==> src/rtl/anim_pkg.sv <==
// Shared animation definitions: motion FSM state encoding and the default
// fixed-point step format reused by the pattern cores for position math.
package anim_pkg;

  typedef enum logic [1:0] {
    ST_RUN      = 2'd0,
    ST_STOPPING = 2'd1,
    ST_PAUSED   = 2'd2
  } state_t;

  localparam int DEF_FRAC_BITS = 2;
  localparam int DEF_MAX_STEP  = 6;

endpackage

==> src/rtl/edge_rise.sv <==
// Registered rising-edge detector; the history flop reset value is chosen so a
// level already high at reset release does not look like an edge.
module edge_rise #(
  parameter logic RST_VAL = 1'b0
) (
  input  logic clk,
  input  logic rst,
  input  logic d,
  output logic rise
);

  logic d_q;

  // NOTE: sequential state always uses non-blocking assignments so every flop
  // samples pre-edge values regardless of block ordering.
  always_ff @(posedge clk) begin
    if (rst) d_q <= RST_VAL;
    else     d_q <= d;
  end

  assign rise = d & ~d_q;

endmodule

==> src/rtl/motion_rate_ctrl.sv <==
// Frame-rate motion controller: ramped fixed-point step, phase accumulator that
// emits whole-pixel advances per frame, ramped pause and single-frame stepping.
module motion_rate_ctrl
  import anim_pkg::*;
#(
  parameter int FRAC_BITS  = DEF_FRAC_BITS,
  parameter int MAX_STEP   = DEF_MAX_STEP,
  parameter int SPEED_W    = 3,
  parameter int RAMP_EN    = 1,
  localparam int STEP_W    = $clog2(MAX_STEP + 1),
  localparam int ADV_W     = STEP_W - FRAC_BITS + 1
) (
  input  logic               clk,
  input  logic               rst,
  input  logic               vsync,
  input  logic [SPEED_W-1:0] speed,
  input  logic               pause,
  input  logic               resume,
  input  logic               step_req,
  output logic               paused,
  output logic               stopping,
  output logic [STEP_W-1:0]  step_size,
  output logic               frame_tick,
  output logic [ADV_W-1:0]   advance
);

  localparam logic [STEP_W-1:0] ONE = STEP_W'(1);

  state_t              state;
  logic                fe;
  logic                fire;
  logic                armed;
  logic [FRAC_BITS-1:0] frac;
  logic [STEP_W-1:0]   target;
  logic [STEP_W-1:0]   step_ramp;
  logic [STEP_W-1:0]   step_dn;
  logic [STEP_W-1:0]   step_acc;
  logic [STEP_W:0]     sum;

  edge_rise #(.RST_VAL(1'b1)) u_vsync_edge (
    .clk  (clk),
    .rst  (rst),
    .d    (vsync),
    .rise (fe)
  );

  // NOTE: every variable gets a default at the top of always_comb so no path
  // leaves it unassigned, which would otherwise infer a latch.
  always_comb begin
    target = ONE;
    if (speed != '0 && int'(speed) <= MAX_STEP) target = STEP_W'(speed);

    step_ramp = target;
    if (RAMP_EN != 0) begin
      step_ramp = step_size;
      if (step_size < target)      step_ramp = step_size + ONE;
      else if (step_size > target) step_ramp = step_size - ONE;
    end

    step_dn = (step_size == '0) ? '0 : step_size - ONE;

    // The accumulator always adds the step that applies to this frame.
    case (state)
      ST_STOPPING: step_acc = step_dn;
      ST_PAUSED:   step_acc = target;
      default:     step_acc = step_ramp;
    endcase

    sum  = (STEP_W + 1)'(frac) + (STEP_W + 1)'(step_acc);
    fire = fe & ((state != ST_PAUSED) | armed);
  end

  always_ff @(posedge clk) begin
    if (rst) begin
      state      <= ST_RUN;
      paused     <= 1'b0;
      stopping   <= 1'b0;
      step_size  <= '0;
      frac       <= '0;
      frame_tick <= 1'b0;
      advance    <= '0;
      armed      <= 1'b0;
    end else begin
      frame_tick <= 1'b0;
      advance    <= '0;
      if (fire) begin
        frac       <= sum[FRAC_BITS-1:0];
        advance    <= sum[STEP_W:FRAC_BITS];
        frame_tick <= 1'b1;
      end

      case (state)
        ST_RUN: begin
          if (fe) step_size <= step_ramp;
          if (pause) begin
            if (RAMP_EN != 0) begin
              state    <= ST_STOPPING;
              stopping <= 1'b1;
            end else begin
              state     <= ST_PAUSED;
              paused    <= 1'b1;
              step_size <= '0;
            end
          end
        end

        ST_STOPPING: begin
          if (fe) begin
            step_size <= step_dn;
            if (step_dn == '0) begin
              state    <= ST_PAUSED;
              stopping <= 1'b0;
              paused   <= 1'b1;
            end
          end
          // An explicit resume outranks the ramp reaching zero on the same edge.
          if (resume && !pause) begin
            state    <= ST_RUN;
            stopping <= 1'b0;
            paused   <= 1'b0;
          end
        end

        ST_PAUSED: begin
          if (fe && armed)       armed <= 1'b0;
          if (step_req && !armed) armed <= 1'b1;
          if (resume && !pause) begin
            state     <= ST_RUN;
            paused    <= 1'b0;
            step_size <= '0;
            armed     <= 1'b0;
          end
        end

        default: begin
          state    <= ST_RUN;
          paused   <= 1'b0;
          stopping <= 1'b0;
        end
      endcase
    end
  end

endmodule

==> config.mk <==
export PLATFORM = sky130hd
export DESIGN_NAME = motion_rate_ctrl
export DESIGN_NICKNAME = d
export VERILOG_FILES = /design/src/rtl/anim_pkg.sv /design/src/rtl/edge_rise.sv /design/src/rtl/motion_rate_ctrl.sv
export SDC_FILE = /design/constraint.sdc
export NUM_CORES = 1
export LEC_CHECK = 0
export ABC_CLOCK_PERIOD_IN_PS = 3000
export BUFFER_PORTS_ARGS = -buffer_cell sky130_fd_sc_hd__buf_4
export CORE_MARGIN = 2
export CORE_UTILIZATION = 55
export CTS_CLUSTER_DIAMETER = 150
export CTS_CLUSTER_SIZE = 10
export DETAILED_ROUTE_END_ITERATION = 10
export PLACE_DENSITY = 0.85
export SYNTH_ARGS = -nofsm -noshare
export SYNTH_HDL_FRONTEND = slang
export SYNTH_SLANG_ARGS = --single-unit
==> constraint.sdc <==
create_clock -name clk -period 3 [get_ports clk]
set_input_delay 0.15 -clock clk [delete_from_list [all_inputs] [get_ports clk]]
set_output_delay 0.15 -clock clk [all_outputs]
set_load 0.01 [all_outputs]
==> flow_metrics.py <==
metrics = {
    "status": {
        "status": "completed",
    },
    "synthesis": {
        "post_synth_mux_area_share_pct": 4.92,
        "synthesis.nets": 144,
        "async_flop_share_pct": 0,
        "synthXorXnorAreaFrac_pct": 0,
        "yosys.area_share.simple_pct": 23.6,
        "synth-edff-count": 0,
        "synth_top_family_by_area": "simple AND/OR/NAND/NOR gates",
        "synthFlopType": "dfxtp_1",
        "ys_seq_area_share_pct": 26.9,
        "ys_ff_latch": 14,
        "synthAdderAreaFrac_pct": 16.3,
        "avgSynthCellArea_sq_um": 8.55,
        "synthCells": 122,
        "synth-compound-area-share_pct": 22.4,
        "yosys_warnings": 0,
        "synth_cell_types": 43,
        "synth_area_sq_mm": 0.00104,
    },
    "sta": {
        "finalClockSkew_ns": 0.00294,
        "setup_viol": 0,
        "drv_slew": 0,
        "max_freq_mhz": 355,
        "rsz0062_at_grt": "false",
        "worstMarginPinSlew_ns": 0.436,
        "post-route-min-period_ns": 2.81,
        "period_share_pct": 93.8,
        "worst_slew_margin_rel_pct": 70.8,
        "hold_viol": 0,
        "tns_ns": 0,
    },
    "worst_setup_path": {
        "reg2reg_depth": 9,
        "rrSetupSlack_ns": 0.19,
        "cp_slowest_stage_delay_ns": 0.53,
        "r2r_start": "step_size[2]$_SDFFE_PP0P_",
        "worstReg2RegEnd": "advance[0]$_SDFF_PP0_",
        "cp.depth": 9,
        "critPathKind": "flop to flop",
        "cp_max_fo": 10,
        "cp.required_ns": 3.17,
        "end_kind": "flop",
        "cp_top_family": "compound AO/OA/AOI/OAI gates",
        "startpoint_type": "flop",
        "crit_chain": "ha_1 -> and3b_4 -> o211a_1 -> o41ai_2 -> a31o_2 -> inv_1 -> fa_1 -> nor3_1 -> nor3_2",
        "slowest_stage": "dfxtp_1",
        "crit_buf_inv": 1,
        "worstPathArrival_ns": 2.99,
    },
    "grt": {
        "antenna_found_initial": 0,
        "grt_pass1_vias": 897,
        "grt_max_degree": 13,
        "grtUsageTotal_pct": 24.7,
        "overflow": 0,
        "grt_pass1_wl_microns": 3960,
    },
    "power": {
        "combinationalPowerShare_pct": 54.6,
        "p_sw_mw": 0.307,
        "p_leak_nw": 0.521,
        "clock_power_share_pct": 14.0,
        "p_int_mw": 0.448,
        "p_per_area_mw_per_mm2": 626,
        "power_frac_seq_pct": 31.4,
        "ir_drop_v": 0.000375,
        "sw_frac_of_total_pct": 40.7,
    },
    "route": {
        "wl_per_cell_microns": 14.5,
        "dr.pass1.iters": 4,
        "ant_nets": 0,
        "via_count": 965,
        "drt-vias-per-instance": 5.92,
        "drc": 0,
        "drt_iter0_drc": 25,
        "routed_wl_microns": 2360,
    },
    "worst_hold_path": {
        "min_path_type": "input port to flop",
        "whs_endpoint": "u_vsync_edge.d_q$_SDFF_PP1_",
        "worstHoldStart": "vsync",
        "whs_path_depth": 2,
    },
    "clocking": {
        "ctsRootBufferMaster": "clkbuf_4",
        "cts_setup_buffers": 0,
        "clkSlewWorstSetupHoldPaths_ns": 0.08,
        "cts_buffer_depth": 2,
        "clock-sinks": 14,
        "tritoncts": "done",
        "cts_buffers": 3,
        "ctsResizeCount": 0,
        "htreeDepth": 1,
        "cts_hold_buf": 0,
        "clkLatencyLatePin_ns": 0.28,
    },
    "flow_run": {
        "drv_cap": 0,
    },
    "floorplan": {
        "dieArea_sq_mm": 0.00226,
        "coreArea_sq_mm": 0.00176,
        "io-pin-count": 17,
        "chipHeight_microns": 47.6,
        "die_w_microns": 47.6,
        "start_util_pct": 59.1,
        "row_count": 15,
    },
    "placed_design": {
        "portBuffers": 16,
        "gp_congestion": 0.960,
        "placed_cells": 160,
        "dp_hpwl_microns": 1790,
    },
    "cells_and_area": {
        "area_growth_syn_to_layout_pct": 15.5,
        "fin_cells": 163,
        "antenna_cells": 0,
        "fin_nets": 162,
        "layout-drive-gt1-share_pct": 22.5,
    },
}
[how the worst max path moves through the flow]
| stage | start | endpoint |
|---|---|---|
| 2_1_floorplan | step_size[2]$_SDFFE_PP0P_ | advance[0]$_SDFF_PP0_ |
| 3_3_place_gp | step_size[2]$_SDFFE_PP0P_ | advance[0]$_SDFF_PP0_ |
| 3_5_place_dp | step_size[2]$_SDFFE_PP0P_ | advance[0]$_SDFF_PP0_ |
| 4_1_cts | step_size[2]$_SDFFE_PP0P_ | advance[0]$_SDFF_PP0_ |
| 5_1_grt | step_size[2]$_SDFFE_PP0P_ | advance[0]$_SDFF_PP0_ |
| 6_report | step_size[2]$_SDFFE_PP0P_ | advance[0]$_SDFF_PP0_ |
[state kept, by name (all words and copies together) (netlist names), 2 cells and up]
register,cells
step_size,3
frac,2
state,2
advance,2
[worst reg2reg max path, delay by kind of cell (launching register included)]
family	cells	cell delay [ns]
and+or+nand+nor	3	0.56
DFF	1	0.53
buffers and inverters	1	0.05
adders and majority gates	2	0.76
AOI/OAI and AO/OA	3	0.79
[kinds of logic after synthesis]
group	count (synthesis)
flip-flops	14
adder cells (fa/ha/maj)	13
AO/OA/AOI/OAI	31
AND/OR/NAND/NOR	43
buffers and inverters	16
multiplexers	5
[synthesized netlist by cell type (2+ instances only)]
cell	number	area, sq um
a211oi_1	4	30.0
a21oi_1	9	45.0
and2_1	2	12.5
clkbuf_1	2	7.51
dfxtp_1	14	280
ha_1	12	150
inv_1	13	48.8
mux2i_1	4	40.0
nand2_1	4	15.0
nand2b_1	3	18.8
nand3_1	2	10.0
nor2_1	11	41.3
nor2b_1	2	12.5
nor3_1	6	30.0
o21a_1	2	15.0
o21ai_0	2	10.0
or3_1	4	25.0
[power by group through the flow]
stage                     sequential (mW)  clock, mW  combinational (mW)
after floorplan                     0.239          0               0.301
after global placement              0.238          0               0.388
after detailed placement            0.239          0               0.407
after CTS                           0.235      0.106               0.409
after global routing                0.240      0.113               0.460
final                               0.236      0.106               0.412
[metal layers]
| metal | global-route usage (%) | wire (microns) | up-vias |
|---|---|---|---|
| met5 | 0 | 0 | - |
| met4 | 6.49 | 29 | 0 |
| met3 | 4.53 | 106 | 5 |
| met2 | 43.2 | 1170 | 32 |
| met1 | 31.4 | 1050 | 455 |
| li1 | - | - | 473 |
[placed cells by master (no fill, tap or decap), drive strengths merged, types with 3 or more instances in the layout]
master  instances
dfxtp          14
a211oi          4
ha             12
nor3            7
o21a            3
nand2b          3
or3             4
inv            13
buf            16
nand2           4
clkbuf          3
a21oi          10
mux2i           4
nor2           11
[through the flow]
step	hold slack (ns)	total power, mW	utilization [%]	setup WS (ns)	instance area, sq um
2_1_floorplan	0.254	0.540	-	0.464	1040
3_3_place_gp	0.362	0.626	67.0	0.289	1180
3_5_place_dp	0.365	0.646	67.0	0.223	1180
4_1_cts	0.0784	0.751	68.3	0.209	1200
5_1_grt	0.0843	0.813	68.3	0.0190	1200
6_report	0.0777	0.754	68.3	0.186	1200
[layout make-up]
class	count	area, sq um
tap	25	31.3
multi-input combinational	92	702
fill	171	559
sequential	14	280
clock buffer	3	22.5
inverter	13	48.8
timing repair buffer	16	120
(Power assumes the default switching activity.)
